### src/rtl/alarm_key_fsm.sv
// ============================================================================
// alarm_key_fsm : keypad entry buffer and load/display sequencing for alarm clock
// Revision 1.0  : initial release
// ============================================================================
`default_nettype none

module alarm_key_fsm #(
  parameter logic [3:0] NOKEY       = 4'd10,
  parameter int         TIMEOUT_SEC = 10,
  parameter int         TIMEOUT_W   = 4
) (
  input  logic       clk,
  input  logic       reset,
  input  logic       one_second,
  input  logic       alarm_button,
  input  logic       time_button,
  input  logic [3:0] key,
  output logic       load_new_c,
  output logic       load_new_a,
  output logic       show_a,
  output logic       show_new_time,
  output logic [3:0] buf_ms_hr,
  output logic [3:0] buf_ls_hr,
  output logic [3:0] buf_ms_min,
  output logic [3:0] buf_ls_min
);

  localparam logic [TIMEOUT_W-1:0] c_timeout = TIMEOUT_W'(TIMEOUT_SEC);

  typedef enum logic [2:0] {
    SHOW_TIME        = 3'd0,
    KEY_STORED       = 3'd1,
    KEY_WAITED       = 3'd2,
    KEY_ENTRY        = 3'd3,
    SET_ALARM_TIME   = 3'd4,
    SET_CURRENT_TIME = 3'd5,
    SHOW_ALARM       = 3'd6
  } state_t;

  state_t               r_state;
  state_t               w_next;
  logic [TIMEOUT_W-1:0] r_count;
  logic [3:0]           r_key;
  logic                 w_valid_key;
  logic                 w_timeout;

  // Codes NOKEY and above all mean "no key pressed".
  assign w_valid_key = (key < NOKEY);
  assign w_timeout   = (r_count == c_timeout);

  always_comb begin
    w_next = r_state;
    case (r_state)
      SHOW_TIME: begin
        if (alarm_button)     w_next = SHOW_ALARM;
        else if (w_valid_key) w_next = KEY_STORED;
      end
      KEY_STORED: w_next = KEY_WAITED;
      KEY_WAITED: begin
        if (!w_valid_key)   w_next = KEY_ENTRY;
        else if (w_timeout) w_next = SHOW_TIME;
      end
      KEY_ENTRY: begin
        if (alarm_button)     w_next = SET_ALARM_TIME;
        else if (time_button) w_next = SET_CURRENT_TIME;
        else if (w_timeout)   w_next = SHOW_TIME;
        else if (w_valid_key) w_next = KEY_STORED;
      end
      SET_ALARM_TIME:   w_next = SHOW_TIME;
      SET_CURRENT_TIME: w_next = SHOW_TIME;
      SHOW_ALARM: begin
        if (!alarm_button) w_next = SHOW_TIME;
      end
      default: w_next = SHOW_TIME;
    endcase
  end

  always_ff @(posedge clk or negedge reset) begin
    if (!reset) r_state <= SHOW_TIME;
    else        r_state <= w_next;
  end

  // Idle timer runs only while waiting on the user; passing through KEY_STORED restarts it.
  always_ff @(posedge clk or negedge reset) begin
    if (!reset) begin
      r_count <= '0;
    end else if (r_state == KEY_WAITED || r_state == KEY_ENTRY) begin
      if (one_second && !w_timeout) r_count <= r_count + 1'b1;
    end else begin
      r_count <= '0;
    end
  end

  always_ff @(posedge clk or negedge reset) begin
    if (!reset) begin
      r_key      <= '0;
      buf_ms_hr  <= '0;
      buf_ls_hr  <= '0;
      buf_ms_min <= '0;
      buf_ls_min <= '0;
    end else begin
      if (w_next == KEY_STORED) r_key <= key;
      if (r_state == SHOW_TIME) begin
        buf_ms_hr  <= '0;
        buf_ls_hr  <= '0;
        buf_ms_min <= '0;
        buf_ls_min <= '0;
      end else if (r_state == KEY_STORED) begin
        buf_ms_hr  <= buf_ls_hr;
        buf_ls_hr  <= buf_ms_min;
        buf_ms_min <= buf_ls_min;
        buf_ls_min <= r_key;
      end
    end
  end

  assign load_new_c    = (r_state == SET_CURRENT_TIME);
  assign load_new_a    = (r_state == SET_ALARM_TIME);
  assign show_a        = (r_state == SHOW_ALARM);
  assign show_new_time = (r_state == KEY_STORED) || (r_state == KEY_WAITED) ||
                         (r_state == KEY_ENTRY);

endmodule

`default_nettype wire

### config.mk
export PLATFORM = sky130hd
export DESIGN_NAME = alarm_key_fsm
export DESIGN_NICKNAME = d
export VERILOG_FILES = /design/src/rtl/alarm_key_fsm.sv
export SDC_FILE = /design/constraint.sdc
export NUM_CORES = 1
export LEC_CHECK = 0
export BUFFER_PORTS_ARGS = -buffer_cell sky130_fd_sc_hd__buf_4
export CAP_MARGIN = 40
export CORE_MARGIN = 1.5
export CORE_UTILIZATION = 45
export DETAILED_ROUTE_END_ITERATION = 8
export GPL_TIMING_DRIVEN = 0
export PLACE_DENSITY = 0.71
export SETUP_SLACK_MARGIN = 0.3
export SYNTH_ARGS = -nofsm -noshare
export SYNTH_HDL_FRONTEND = slang
export SYNTH_SLANG_ARGS = --single-unit
### constraint.sdc
create_clock -name clk -period 1.9 [get_ports clk]
set_input_delay 0.19 -clock clk [delete_from_list [all_inputs] [get_ports clk]]
set_output_delay 0.19 -clock clk [all_outputs]
set_load 0.01 [all_outputs]
; ---- Yosys cells after proc, flatten, opt, wreduce, memory -nomap -nowiden
; Index checks and enable logic that the tools add are counted.
[word_totals]
reg_bits = 27
in_bits = 9
output_inout_bits = 20
[classes]
addsub = 1
magnitude_cmp = 1
eq_ne = 9
muxes = 19
reduce_logical = 7
[op_table]
columns = cell, count
row1 = 2-to-1 mux 4 bit, 10
row2 = 2-to-1 mux 3 bit, 8
row3 = one-hot mux 3 bit (5 select lines), 1
row4 = "== test 3 bit, second input constant", 3
row5 = "== test 3 x 1 -> 1 bit, second input constant", 2
row6 = "== test 3 x 2 -> 1 bit, second input constant", 2
row7 = "adder 4 x 1 -> 4 bit, second input constant", 1
row8 = "== test 4 bit, second input constant", 1
row9 = "less-than comparator 4 bit, second input constant", 1
row10 = zero test 3 bit, 1
row11 = logical OR 1 bit, 3
row12 = "inequality test 2 x 1 -> 1 bit, second input constant", 1
row13 = nonzero test 2 bit, 1
row14 = logical AND 1 bit, 1
row15 = zero test 1 bit, 1

; ---- Logic depth before layout (Yosys ltp)
[logic_depth]
ltp_word = 7
ltp_mapped = 7
depth_no_buf = 7

; ---- Worst setup path before layout
; OpenSTA, ideal clock, no wires.
[synth_path]
path_kind = register to register
start = register r_count[0]
end = register r_key[0]
setup_time_ns = 0.125
arrival_ns = 1.929
t_required_ns = 1.775
slack_ns = -0.154
path_stages_with_launch = 8
path_buffers = 0
synth_period_minus_slack_ns = 2.054
cell_sequence = dfrtp_1 -> inv_1 -> ha_1 -> and3b_1 -> a2111oi_0 -> or3_1 -> or3b_4 -> mux2_4
[synth_via]
elab_chain_len = 6
word_cells_on_any_way = 8
[synth_rtl]
columns = element, line
row1 = "start, declared", 42  ; logic [TIMEOUT_W-1:0] r_count;
row2 = "start signal, assigned", 88  ; if (one_second && !w_timeout) r_count <= r_count + 1'b1;
row3 = == test 4 bit (*), 49  ; assign w_timeout = (r_count == c_timeout);
row4 = 2-to-1 mux 3 bit, 66  ; else if (w_timeout) w_next = SHOW_TIME;
row5 = 2-to-1 mux 3 bit, 65  ; else if (time_button) w_next = SET_CURRENT_TIME;
row6 = 2-to-1 mux 3 bit, 64  ; if (alarm_button) w_next = SET_ALARM_TIME;
row7 = one-hot mux 3 bit (5 select lines) (*), 53  ; case (r_state)
row8 = named net w_next[1], 41  ; state_t w_next;
row9 = == test 3 x 1 -> 1 bit (*), 102  ; if (w_next == KEY_STORED) r_key <= key;
row10 = "end signal, assigned", 102
row11 = "end, declared", 43  ; logic [3:0] r_key;
; The timed path passes the listed nets; every way through them passes the cells marked *.
; A chain may end at the register's enable or synchronous reset.

; ---- Worst setup path in the final report
[layout_path]
start = register r_count[0]
end = register r_key[3]
; Same word-level chain as after synthesis.

==> run metrics <==
Synth Cell Area 1250 um2; post-route antenna net violation count 0; GRT Overall Usage 16.4%; internal power 0.00129 W; H-tree depth 1; asr flop ratio synth 100%; die span in y 55.7 um; RSZ-0062 raised after global routing true; Final Setup Violations 4; # IOs 29; critical-path maximum fanout 4; worst setup path class flip-flop to flip-flop; clk sink count 27; placeable core area 2540 um2; startpoint types flip-flop; Sw Ratio 37.9%; max-slew violations 0; outcome finished with violations; pwr dens 1300 nW/um2; HPWL Detailed 1730 um; post-layout util 62.9%; most common cell in the netlist nand2_1; die width 55.7 um; critical path required time 2.12 ns; sequential fraction of the synthesis area 54.2%; Die ar. 3100 um2; TritonCTS clock tree built; Avg Cell Area, Syn 9.67 um2; worst reg-to-reg setup slack -0.22 ns; syn_nets 140; initial antenna violation count 0; Starting DRT DRC Count 16; row cnt 18; FF+latch count, synth 27; Worst-Margin Slew 0.449 ns; Arr. time, crit path 2.34 ns; Final nets 180; WL per Instance 12.4 um; drt total wl 2450 um; Vias 1,016; hold slack 0.0819 ns; PortBufs 28; Post-Synthesis Cells 129; clock-pin slew on the worst setup and hold paths 0.16 ns; DRC errors left 0; Crit. End Element flip-flop; Clock Latency Late Sink 0.32 ns; clock network power share 12.2%; sequential share of power 41.1%; pin count of the biggest net entering global routing 28; GRT overflow 0; failing checks negative setup slack; first-pass GRT wire length 4080 um; Final WS setup -0.222 ns; Synth Flop Type dfrtp_1; Synth area leaders dfrtp_1 54%, nand2_1 11%, o21ai_1 5.6%; Bufs on Longest Clock Path 2; combinational power share 46.7%; leak pwr 0.773 nW; Yosys top cell by area dfrtp_1; Cell variety after synth 35; Root Buffer clkbuf_4; share of the clock period used by the worst path 112%; Max Freq 0.471 GHz; RD Place Congestion 0.776; post-DR vias/cell 5.13; Hold Vio Cnt, Final 0; vias in the first global route 932; Max VDD drop 0.795 mV; Max transition margin 70.1%; TritonRoute pass-1 iters 4; sum of negative setup slack -0.846 ns; Clock Skew 0.0123 ns; fin crit period 2.12 ns; Layout area overhead 28.3%; total CTS buffers 3; maxcap violations 0; Post-synth EDFFs 0; most common library cells after synthesis 35 x nand2_1, 27 x dfrtp_1, 14 x o21ai_1; layout cells sized above 1 31.0%; ant diodes 0; Starting Density 49.0%; Hold Crit Class primary input to flip-flop; top-area cell type share of the netlist area 54.2%; Psw 0.000786 W; warning count from the yosys run 0
==> worst max-delay path, cell delays in order, from the launching register on <==
cell	delay [ns]
dfrtp_1	0.44
inv_2	0.09
ha_4	0.13
and3b_2	0.19
nor4_1	0.05
or3_1	0.38
or3b_4	0.43
mux2_4	0.31
==> through the flow <==
stage	area (um2)	cells	power (W)	setup slack, ns
2_1_floorplan	1250	129	0.00139	-0.132
3_3_place_gp	1500	187	0.00167	-0.237
6_report	1600	198	0.00208	-0.222
5_1_grt	1600	198	0.00221	-0.297
4_1_cts	1570	195	0.00201	-0.234
3_5_place_dp	1500	187	0.00169	-0.266
==> routing by layer <==
| metal | share of wire [%] | vias to the layer above | global-route usage, % |
|---|---|---|---|
| li1 | - | 512 | - |
| met1 | 50 | 484 | 21.2 |
| met2 | 46 | 20 | 28.1 |
| met3 | 4.6 | 0 | 2.79 |
| met4 | 0 | 0 | 4.88 |
| met5 | 0 | - | 0 |
==> flip-flops by register name, summed over array words and instances, names as in the netlist <==
register    count
buf_ls_hr       4
buf_ls_min      4
buf_ms_hr       4
buf_ms_min      4
r_count         4
r_key           4
r_state         3
==> power groups by stage <==
stage | Clock, W | Combinational [W] | Sequential [W]
2_1_floorplan | 0 | 0.000533 | 0.000860
3_3_place_gp | 0 | 0.000819 | 0.000852
3_5_place_dp | 0 | 0.000835 | 0.000858
4_1_cts | 0.000254 | 0.000906 | 0.000850
5_1_grt | 0.000275 | 0.00106 | 0.000873
6_report | 0.000253 | 0.000970 | 0.000853
==> placed cells by master (no fill, tap or decap), types with 2 or more instances in the layout <==
master    instances
clkbuf_1          3
o21ai_0           3
buf_4            33
nand2b_1          2
xor2_1            2
buf_2             3
o21ai_1          14
dfrtp_1          27
nand2_1          35
nor2_1            9
inv_2             2
mux2_4            4
clkbuf_4          4
==> final timing paths <==
check	startpoint	endpoint	depth (start not counted)
hold / removal	key[0]	r_key[0]	2
max in group asynchronous	reset	buf_ls_hr[1]	2
setup / recovery	r_count[0]	r_key[3]	7
hold reg to reg	buf_ms_hr[1]	buf_ms_hr[1]	2
setup reg to reg	r_count[0]	r_key[3]	7
min in group asynchronous	reset	buf_ms_min[1]	2
==> final cells by class <==
type	count	area, um2
well taps	30	37.5
inverters	2	7.51
flip-flops and latches	27	676
clock buffers	3	22.5
repair buffers	35	269
clock inverters	1	5.00
plain buffers	7	33.8
fillers	230	945
multi-input cells	93	549
==> cell families (layout without fill, tap and decap cells) <==
| logic type | Yosys count | in the layout | synth area share (%) |
|---|---|---|---|
| flip-flops | 27 | 27 | 54.2 |
| AO/OA/AOI/OAI | 24 | 24 | 11.4 |
| XOR/XNOR | 3 | 3 | 2.11 |
| AND/OR/NAND/NOR | 60 | 60 | 22.5 |
| multiplexers | 4 | 4 | 4.81 |
| adder cells (fa/ha/maj) | 2 | 2 | 2.01 |
| buffers and inverters | 9 | 48 | 3.01 |
==> what timing repair did <==
action | CTS | global route
resized for setup | 4 | 4
gates cloned | 0 | 0
hold endpoints to repair | 27 | 0
pin swaps | 3 | 2
buffers inserted | 3 | 3
endpoints found under the setup margin | 6 | 8
hold buffers | 1 | 0
Power figures use the tool's default switching activity.
